## src/rtl/wb_stage_pipe_pkg.sv

```systemverilog
// Shared encodings for the pipelined write-back stage: source selects, load types, FSM states.
package wb_stage_pipe_pkg;

    localparam logic [1:0] RFW_ALUC = 2'd0;
    localparam logic [1:0] RFW_DRAM = 2'd1;
    localparam logic [1:0] RFW_SEXT = 2'd2;
    localparam logic [1:0] RFW_NPC  = 2'd3;

    localparam logic RFWR_N = 1'b0;

    localparam logic [2:0] LD_W  = 3'd0;
    localparam logic [2:0] LD_H  = 3'd1;
    localparam logic [2:0] LD_HU = 3'd2;
    localparam logic [2:0] LD_B  = 3'd3;
    localparam logic [2:0] LD_BU = 3'd4;

    typedef enum logic {
        S_IDLE = 1'b0,
        S_WAIT = 1'b1
    } wb_state_e;

endpackage

```

## src/rtl/wb_load_align.sv

```systemverilog
// Combinational load alignment: picks the byte/half lane from an aligned DRAM word and
// sign- or zero-extends it to XLEN. Unknown load types pass the full word through.
module wb_load_align
    import wb_stage_pipe_pkg::*;
#(
    parameter int unsigned XLEN = 32
) (
    input  logic [XLEN-1:0] i_rdata,
    input  logic [2:0]      i_ld_type,
    input  logic [1:0]      i_addr_lo,
    output logic [XLEN-1:0] o_data
);

    logic [7:0]  w_byte;
    logic [15:0] w_half;

    always_comb begin
        w_byte = i_rdata[7:0];
        case (i_addr_lo)
            2'd1:    w_byte = i_rdata[15:8];
            2'd2:    w_byte = i_rdata[23:16];
            2'd3:    w_byte = i_rdata[31:24];
            default: w_byte = i_rdata[7:0];
        endcase
        w_half = i_addr_lo[1] ? i_rdata[31:16] : i_rdata[15:0];
    end

    always_comb begin
        case (i_ld_type)
            LD_B:    o_data = {{(XLEN-8){w_byte[7]}}, w_byte};
            LD_BU:   o_data = {{(XLEN-8){1'b0}}, w_byte};
            LD_H:    o_data = {{(XLEN-16){w_half[15]}}, w_half};
            LD_HU:   o_data = {{(XLEN-16){1'b0}}, w_half};
            default: o_data = i_rdata;
        endcase
    end

endmodule

```

## src/rtl/wb_stage_pipe.sv

```systemverilog
// Pipelined write-back stage: valid/ready intake from MEM, source mux, DRAM load wait,
// registered RF write port, load-pending hazard flag and retire counter.
module wb_stage_pipe
    import wb_stage_pipe_pkg::*;
#(
    parameter int unsigned XLEN     = 32,
    parameter int unsigned RA_W     = 5,
    parameter int unsigned LINK_REG = 1,
    parameter int unsigned CNT_W    = 32
) (
    input  logic             clk,
    input  logic             rst_n,
    input  logic             in_valid,
    output logic             in_ready,
    input  logic [31:0]      in_inst,
    input  logic [XLEN-1:0]  in_aluc,
    input  logic [XLEN-1:0]  in_pc4,
    input  logic [XLEN-1:0]  in_ext,
    input  logic             in_wen,
    input  logic             in_rf_wrsel,
    input  logic [1:0]       in_rf_wsel,
    input  logic [2:0]       in_ld_type,
    input  logic [1:0]       in_addr_lo,
    input  logic             dram_rvalid,
    input  logic [XLEN-1:0]  dram_rdata,
    input  logic             flush,
    output logic             rf_we,
    output logic [RA_W-1:0]  rf_wr,
    output logic [XLEN-1:0]  rf_wd,
    output logic             ld_pending,
    output logic [RA_W-1:0]  ld_rd,
    output logic             retire,
    output logic [CNT_W-1:0] ret_cnt
);

    wb_state_e        r_state;
    wb_state_e        w_state_d;
    logic             r_rf_we;
    logic [RA_W-1:0]  r_rf_wr;
    logic [XLEN-1:0]  r_rf_wd;
    logic             r_retire;
    logic [CNT_W-1:0] r_ret_cnt;
    logic [RA_W-1:0]  r_ld_rd;
    logic [2:0]       r_ld_type;
    logic [1:0]       r_addr_lo;
    logic             r_ld_wen;

    logic             w_xfer;
    logic [RA_W-1:0]  w_rd;
    logic [XLEN-1:0]  w_src;
    logic [XLEN-1:0]  w_ld_data;
    logic             w_retire;
    logic             w_we;
    logic [RA_W-1:0]  w_wr;
    logic [XLEN-1:0]  w_wd;
    logic             w_latch;
    logic             w_unused_inst;

    assign w_unused_inst = ^in_inst[31:RA_W];

    // flush has priority over in_valid, so a flushed instruction never transfers
    assign w_xfer = in_valid & in_ready & ~flush;
    assign w_rd   = (in_rf_wrsel == RFWR_N) ? in_inst[RA_W-1:0] : RA_W'(LINK_REG);

    always_comb begin
        case (in_rf_wsel)
            RFW_ALUC: w_src = in_aluc;
            RFW_SEXT: w_src = in_ext;
            RFW_NPC:  w_src = in_pc4;
            default:  w_src = '0;
        endcase
    end

    wb_load_align #(
        .XLEN (XLEN)
    ) u_load_align (
        .i_rdata   (dram_rdata),
        .i_ld_type (r_ld_type),
        .i_addr_lo (r_addr_lo),
        .o_data    (w_ld_data)
    );

    always_ff @(posedge clk or negedge rst_n) begin
        if (!rst_n) begin
            r_state <= S_IDLE;
        end else begin
            r_state <= w_state_d;
        end
    end

    always_comb begin
        w_state_d = r_state;
        unique case (r_state)
            S_IDLE: if (w_latch) w_state_d = S_WAIT;
            S_WAIT: if (flush || dram_rvalid) w_state_d = S_IDLE;
            default: w_state_d = S_IDLE;
        endcase
    end

    always_comb begin
        in_ready   = (r_state == S_IDLE);
        ld_pending = (r_state == S_WAIT);
        ld_rd      = ld_pending ? r_ld_rd : '0;
        w_retire   = 1'b0;
        w_we       = 1'b0;
        w_wr       = r_rf_wr;
        w_wd       = r_rf_wd;
        w_latch    = 1'b0;
        unique case (r_state)
            S_IDLE: begin
                if (w_xfer) begin
                    if (in_rf_wsel == RFW_DRAM) begin
                        w_latch = 1'b1;
                    end else begin
                        w_retire = 1'b1;
                        w_we     = in_wen & (w_rd != '0);
                        w_wr     = w_rd;
                        w_wd     = w_src;
                    end
                end
            end
            S_WAIT: begin
                // a flush in the same cycle as the read data discards the load
                if (!flush && dram_rvalid) begin
                    w_retire = 1'b1;
                    w_we     = r_ld_wen & (r_ld_rd != '0);
                    w_wr     = r_ld_rd;
                    w_wd     = w_ld_data;
                end
            end
            default: ;
        endcase
    end

    always_ff @(posedge clk or negedge rst_n) begin
        if (!rst_n) begin
            r_rf_we   <= 1'b0;
            r_rf_wr   <= '0;
            r_rf_wd   <= '0;
            r_retire  <= 1'b0;
            r_ret_cnt <= '0;
            r_ld_rd   <= '0;
            r_ld_type <= LD_W;
            r_addr_lo <= '0;
            r_ld_wen  <= 1'b0;
        end else begin
            r_rf_we  <= w_we;
            r_retire <= w_retire;
            if (w_we) begin
                r_rf_wr <= w_wr;
                r_rf_wd <= w_wd;
            end
            if (w_retire) begin
                r_ret_cnt <= r_ret_cnt + CNT_W'(1);
            end
            if (w_latch) begin
                r_ld_rd   <= w_rd;
                r_ld_type <= in_ld_type;
                r_addr_lo <= in_addr_lo;
                r_ld_wen  <= in_wen;
            end
        end
    end

    assign rf_we   = r_rf_we;
    assign rf_wr   = r_rf_wr;
    assign rf_wd   = r_rf_wd;
    assign retire  = r_retire;
    assign ret_cnt = r_ret_cnt;

endmodule

```

## config.mk

```make
export PLATFORM = sky130hd
export DESIGN_NAME = wb_stage_pipe
export DESIGN_NICKNAME = d
export VERILOG_FILES = /design/src/rtl/wb_stage_pipe_pkg.sv /design/src/rtl/wb_load_align.sv /design/src/rtl/wb_stage_pipe.sv
export SDC_FILE = /design/constraint.sdc
export NUM_CORES = 1
export LEC_CHECK = 0
export CORE_MARGIN = 2
export CORE_UTILIZATION = 43
export CTS_BUF_LIST = sky130_fd_sc_hd__clkbuf_4 sky130_fd_sc_hd__clkbuf_8
export CTS_CLUSTER_DIAMETER = 50
export DETAILED_ROUTE_END_ITERATION = 8
export PLACE_DENSITY = 0.83
export SYNTH_ARGS = -nofsm -noshare
export SYNTH_HDL_FRONTEND = slang
export SYNTH_HIERARCHICAL = 1
export SYNTH_SLANG_ARGS = --single-unit
```

## constraint.sdc

```tcl
create_clock -name clk -period 2.5 [get_ports clk]
set_clock_uncertainty 0.05 [all_clocks]
set_input_delay 0.25 -clock clk [delete_from_list [all_inputs] [get_ports clk]]
set_output_delay 0.25 -clock clk [all_outputs]
set_load 0.01 [all_outputs]
```

* Word level (Yosys, flattened, before mapping)
Index checks and enable logic that the tools add are counted.
** Cells by class
- Add/sub/neg operators :: 1
- Eq/ne operators :: 13
- Muxes and demuxes :: 28
- Bitwise gates (word level) :: 6
- Reduce and logical (&&, ||, !) cells :: 7
** Operators with widths (count)
- one-hot mux 32 bit (4 select lines) :: 1
- 2-to-1 mux 32 bit :: 3
- one-hot mux 32 bit (3 select lines) :: 1
- one-hot mux 32 bit (2 select lines) :: 1
- adder 32 x 1 -> 32 bit, second input constant :: 1
- 2-to-1 mux 5 bit :: 5
- one-hot mux 8 bit (3 select lines) :: 1
- 2-to-1 mux 16 bit :: 1
- 2-to-1 mux 1 bit :: 11
- one-hot mux 5 bit (2 select lines) :: 1
- nonzero test 5 bit :: 2
- == test 2 bit, second input constant :: 4
- == test 3 x 2 -> 1 bit, second input constant :: 2
- one-hot mux 1 bit (2 select lines) :: 3
- AND 1 bit :: 4
- == test 2 x 1 -> 1 bit, second input constant :: 2
- != test 2 x 1 -> 1 bit, second input constant :: 2
- AND reduction 4 bit :: 1
- == test 3 x 1 -> 1 bit, second input constant :: 1
- == test 3 bit, second input constant :: 1
- logical NOT 2 bit :: 1
- != test 2 bit, second input constant :: 1
- NOT 1 bit :: 2
- logical AND 1 bit :: 1
- other kinds (2) :: 2
** Word-level totals
- Register bits after elaboration :: 83
- Bits of input ports :: 174
- Output and inout port bits :: 78

* Longest topological paths before layout
Gate-level depths: netlist (run 1).
- Depth in word-level cells :: 7
- Mapped depth :: 8

* Modules after synthesis
Netlist (run 1), hierarchy kept.
** By module, submodules not included
- wb_stage_pipe :: instances 1, cells an instance 469, area each 4380.5 sq um, seq. area each 2077.0 sq um
- wb_load_align :: instances 1, cells an instance 119, area each 977.2 sq um, seq. area each 0.0 sq um

* Least setup slack after synthesis (run 1)
Ideal clock, no wire load.
- Kind :: reg2reg
- From :: register r_addr_lo[1]
- To :: register r_rf_wd[16], in the netlist rf_wd[16]
- Library setup time :: 0.134 ns
- Arrival :: 1.724 ns
- Path slack :: 0.591 ns
- Cell stages (with the launch flop) :: 8
- Clock period less this slack :: 1.909 ns
- Cells stage by stage :: dfrtp_1 > mux4_2 > and4b_1 > buf_6 > buf_6 > a211o_1 > o21ai_0 > o21ai_0
** Between the ends
- Longest elaborated chain between the ends :: 5
** RTL lines
- start, declared :: line wb_stage_pipe.sv:45 : logic [1:0] r_addr_lo;
- start signal, assigned :: line wb_stage_pipe.sv:159 : r_addr_lo <= in_addr_lo;
- == test 2 bit / == test 2 x 1 -> 1 bit (equally long branches) :: line wb_load_align.sv:19 : case (i_addr_lo)
- one-hot mux 8 bit (3 select lines) :: line wb_load_align.sv:19
- one-hot mux 32 bit (4 select lines) * :: line wb_load_align.sv:29 : case (i_ld_type)
- via w_ld_data[16] :: line wb_stage_pipe.sv:51 : logic [XLEN-1:0] w_ld_data;
- 2-to-1 mux 32 bit * :: line wb_stage_pipe.sv:124 : if (!flush && dram_rvalid) begin
- one-hot mux 32 bit (2 select lines) * :: line wb_stage_pipe.sv:109 : unique case (r_state)
- end signal, assigned :: line wb_stage_pipe.sv:151 : r_rf_wd <= w_wd;
- end, declared :: line wb_stage_pipe.sv:40 : logic [XLEN-1:0] r_rf_wd;
The timed path passes the listed nets; every way through them passes the cells marked *. The select of a mux whose other input is x is not followed.
A chain may end at the register's enable or synchronous reset.

* Final worst setup path (run 1)
- From :: register r_ld_type[2]
- To :: register r_rf_wd[16], in the netlist rf_wd[16]
** Between the ends
- Longest elaborated chain between the ends :: 4
** RTL lines
- start, declared :: line wb_stage_pipe.sv:44 : logic [2:0] r_ld_type;
- start signal, assigned :: line wb_stage_pipe.sv:158 : r_ld_type <= in_ld_type;
- == test 3 x 2 -> 1 bit, or another cell as far along :: line wb_load_align.sv:29
- one-hot mux 32 bit (4 select lines) * :: line wb_load_align.sv:29
- via w_ld_data[16] :: line wb_stage_pipe.sv:51
- 2-to-1 mux 32 bit * :: line wb_stage_pipe.sv:124
- one-hot mux 32 bit (2 select lines) * :: line wb_stage_pipe.sv:109
Marked as above.

==> metrics.json, run 1 <==
{
  "outcome": {
    "run_status": "complete, no violations"
  },
  "synth": {
    "synth-warning-count": 6,
    "synth-simple-area-share_pct": 16.7,
    "asyncSetResetFlopFracSynth_pct": 100,
    "ys_seq_area_share_pct": 38.8,
    "netlist.area_leader.share_pct": 38.8,
    "synth_area_leader_cell": "sky130_fd_sc_hd__dfrtp_1",
    "synth-adder-area-share_pct": 0.234,
    "cells_after_synth": 588,
    "ys_top_cells_by_area": "sky130_fd_sc_hd__dfrtp_1, sky130_fd_sc_hd__o21ai_0, sky130_fd_sc_hd__mux2i_1",
    "muxShareOfSynthArea_pct": 11.0,
    "synth-compound-area-share_pct": 22.3,
    "synth_cell_type_count": 51,
    "synth_fp_nets": 763,
    "synth_seq_cells": 83,
    "synth_top_family_by_area": "compound AO/OA/AOI/OAI gates",
    "synthesis.area_um2": 5360,
    "synth_flop_cell": "sky130_fd_sc_hd__dfrtp_1",
    "syn_area_per_cell_um2": 9.11,
    "yosys.area_share.xor_xnor_pct": 5.53,
    "count_of_flip_flops_with_a_built_in_enable_after_synthesis": 0
  },
  "power": {
    "total_leakage_power_nw": 3.33,
    "pwr_density_cell_nw_per_um2": 594,
    "worst_ir_drop_vdd_v": 0.000267
  },
  "floorplanning": {
    "floorplan.core_area_um2": 12100,
    "die_w_um": 116,
    "num_rows": 40,
    "fp.dieH_um": 116,
    "ioPinCount": 252,
    "floorplan.initialDensity_pct": 44.2,
    "dieArea_um2": 13400
  },
  "grt": {
    "wire_length_of_the_first_global_routing_pass_mm": 27.4,
    "number_of_antenna_violations_at_the_first_check_in_global_routing": 0,
    "maximum_number_of_pins_on_one_net_before_global_route_repair": 63,
    "grt_use_total_pct": 26.7,
    "grt_remaining_overflow": 0,
    "grt_pass1_vias": 5282
  },
  "cts": {
    "ctsRootBufferMaster": "sky130_fd_sc_hd__clkbuf_8",
    "cts_sinks": 83,
    "clockBufferDepth": 2,
    "cts_tree": "done",
    "htree_levels": 3,
    "clk_latency_ns": 0.38,
    "clkSlewWorstSetupHoldPaths_ns": 0.09,
    "postCtsSetupBuffers": 0,
    "total_clock_buffers_created_by_cts": 9
  },
  "detailed_routing": {
    "post-route-drc-count": 0,
    "drt_first_pass_iters": 5,
    "vias": 5401,
    "antenna_left": 0,
    "vias_per_cell": 5.58,
    "drt_iter0_markers": 403,
    "wire_length_per_cell_um": 18.3,
    "finalWirelength_mm": 17.7
  },
  "worst_setup_path": {
    "critical_path.max_stage_delay_ns": 0.83,
    "crit_top_cell": "sky130_fd_sc_hd__o21ai_0",
    "ff2ff_setup_slack_ns": 0.22,
    "required_ns": 2.75,
    "r2r_end": "rf_wd[16]$_DFFE_PN0P_",
    "worst-r2r-cell-count": 5,
    "crit_path_end_kind": "flop",
    "critical_path.startpoint_type": "flop",
    "critical_path_peak_fanout": 16,
    "cp_slowest_cell": "sky130_fd_sc_hd__nor3_2",
    "r2r_start": "r_ld_type[2]$_DFFE_PN0P_",
    "timing.critical_path.cells": "nand2b_1 -> nor3_2 -> a211o_1 -> o21ai_0 -> o21ai_0",
    "critical_path_arrival_ns": 2.53,
    "critPathKind": "flop to flop"
  },
  "cells_and_area": {
    "post_route_cells_drive_above_1_share_pct": 8.38,
    "insertedDiodeCount": 0,
    "filler_cell_count": 980,
    "nets": 970,
    "areaGrowthSynthToFinish_pct": 47.9
  },
  "sta": {
    "rsz0062_at_grt": "false",
    "setup_violations": 0,
    "period_share_pct": 91.2,
    "max_clock_freq_mhz": 439,
    "finalHoldWorstSlack_ns": 0.327,
    "drv_slew": 0,
    "rel_slew_slack_pct": 38.3,
    "min_period_ns": 2.28,
    "tightest_slew_ns": 0.921,
    "finalHoldViolations": 0,
    "setup_tns_ns": 0
  },
  "run": {
    "drv.max_cap_violation_count": 0
  },
  "min_path": {
    "hold_class": "primary input to async pin"
  },
  "placed_design": {
    "routabilityCongestion": 0.981,
    "io_buffers": 224,
    "dp_hpwl_mm": 13.8
  }
}
## Yosys cell counts (3+ instances only)
master and count:
sky130_fd_sc_hd__buf_4 7, sky130_fd_sc_hd__nand2b_1 12, sky130_fd_sc_hd__nand3_1 9, sky130_fd_sc_hd__xnor2_1 18, sky130_fd_sc_hd__nor2_1 18, sky130_fd_sc_hd__and3_1 8
sky130_fd_sc_hd__o22ai_1 8, sky130_fd_sc_hd__and2_1 8, sky130_fd_sc_hd__mux2i_1 33, sky130_fd_sc_hd__dfrtp_1 83, sky130_fd_sc_hd__xor2_1 14, sky130_fd_sc_hd__buf_1 3
sky130_fd_sc_hd__o21ai_0 79, sky130_fd_sc_hd__buf_2 12, sky130_fd_sc_hd__clkbuf_1 17, sky130_fd_sc_hd__nor3_1 11, sky130_fd_sc_hd__nor2b_1 10, sky130_fd_sc_hd__buf_6 7
sky130_fd_sc_hd__nor3_2 4, sky130_fd_sc_hd__a211o_1 16, sky130_fd_sc_hd__o21ai_1 28, sky130_fd_sc_hd__inv_1 5, sky130_fd_sc_hd__nand4b_1 3, sky130_fd_sc_hd__a21oi_1 44
sky130_fd_sc_hd__nand2_1 61, sky130_fd_sc_hd__nand4_1 10, sky130_fd_sc_hd__a21boi_0 8, sky130_fd_sc_hd__a221o_1 8, sky130_fd_sc_hd__mux2_2 7, sky130_fd_sc_hd__o31ai_1 9
sky130_fd_sc_hd__mux4_2 8
## cells in the final DEF (no fill, tap or decap), drive strengths merged, types with 3 or more instances in the layout
master,Yosys,layout
a211o,16,16
a21boi,8,8
a21oi,44,44
a221o,8,8
and2,8,8
and3,8,8
buf,29,19
clkbuf,17,10
clkdlybuf4s50,0,222
clkinv,0,4
dfrtp,83,83
inv,6,6
mux2,7,7
mux2i,33,33
mux4,8,8
nand2,61,61
nand2b,13,13
nand3,9,9
nand4,11,11
nand4b,3,3
nor2,18,18
nor2b,11,11
nor3,15,15
o21ai,108,108
o22ai,8,8
o31ai,9,9
xnor2,18,18
xor2,15,15
## final cells by class
| cell class | count | area (um2) | share of cell area, % |
|---|---|---|---|
| well taps | 168 | 210 | 2.65 |
| clock inverters | 6 | 65.1 | 0.821 |
| multi-input cells | 453 | 3010 | 38.0 |
| repair buffers | 242 | 2400 | 30.3 |
| flip-flops and latches | 83 | 2080 | 26.2 |
| inverters | 6 | 22.5 | 0.284 |
| clock buffers | 10 | 138 | 1.74 |
## where the power goes
part	internal [mW]	switching (mW)	total (mW)
logic	1.02	0.892	1.91
registers	1.56	0.211	1.77
clock network	0.489	0.541	1.03
## critical path, delay by kind of cell, from the launching register on
family / cells / cell delay [ns]
AOI/OAI and AO/OA: 3 / 0.42
DFF: 1 / 0.50
and+or+nand+nor: 2 / 1.23
## cell families (layout without fill, tap and decap cells)
kind of cell	count (synthesis)	in the layout
buf+inv	52	264
flops	83	83
simple gates	167	167
xor+xnor	33	33
mux	48	48
compound gates	204	204
fa+ha+maj	1	1
## through the flow
stage / util (%) / power (mW) / std cells / worst slack, ns / instance area [um2]
2_1_floorplan: - / 2.76 / 588 / 0.591 / 5360
3_3_place_gp: 63.6 / 3.62 / 951 / 0.177 / 7700
3_5_place_dp: 63.6 / 3.68 / 951 / 0.133 / 7700
4_1_cts: 65.4 / 4.69 / 968 / 0.162 / 7920
5_1_grt: 65.4 / 4.94 / 968 / 0.0846 / 7920
6_report: 65.4 / 4.71 / 968 / 0.220 / 7920
## timing repair
action / CTS / global route
resized for setup: 0 / 1
endpoints found under the setup margin: 0 / 8
hold endpoints to repair: 35 / 0
hold buffers: 1 / 0
## per-layer routing
layer,global-route usage [%],vias up,wire (um)
met5,0,-,0
met2,45.2,263,8720
met4,10.3,0,521
met3,6.01,35,1480
li1,-,2535,-
met1,33.3,2568,6980
## state kept, by name (all words and copies together), names as in the netlist
| name | count |
|---|---|
| rf_wr | 5 |
| r_ld_type | 3 |
| ret_cnt | 32 |
| rf_we | 1 |
| r_addr_lo | 2 |
| retire | 1 |
| r_ld_wen | 1 |
| r_ld_rd | 5 |
| ld_pending | 1 |
| rf_wd | 32 |
## worst max path at each step
stage	from	end	slack, ns	cells past startpoint
6_report	r_ld_type[2]$_DFFE_PN0P_	rf_wd[16]$_DFFE_PN0P_	0.22	5
5_1_grt	r_ld_type[2]$_DFFE_PN0P_	rf_wd[21]$_DFFE_PN0P_	0.08	5
4_1_cts	r_ld_type[1]$_DFFE_PN0P_	rf_wd[19]$_DFFE_PN0P_	0.16	5
3_5_place_dp	dram_rdata[15]	rf_wd[27]$_DFFE_PN0P_	0.13	6
3_3_place_gp	dram_rdata[15]	rf_wd[30]$_DFFE_PN0P_	0.18	6
2_1_floorplan	r_addr_lo[1]$_DFFE_PN0P_	rf_wd[16]$_DFFE_PN0P_	0.59	7
No activity file was read; power rests on OpenSTA's default activity.
==> run 2: changes to the inputs <==
--- a/config.mk
+++ b/config.mk
@@ -9,6 +9,7 @@
 export CORE_UTILIZATION = 43
 export CTS_BUF_LIST = sky130_fd_sc_hd__clkbuf_4 sky130_fd_sc_hd__clkbuf_8
 export CTS_CLUSTER_DIAMETER = 50
+export CTS_CLUSTER_SIZE = 24
 export DETAILED_ROUTE_END_ITERATION = 8
 export PLACE_DENSITY = 0.83
 export SYNTH_ARGS = -nofsm -noshare
==> results of run 2 <==
The final DEF is identical to that of run 1; final timing and power are the same.
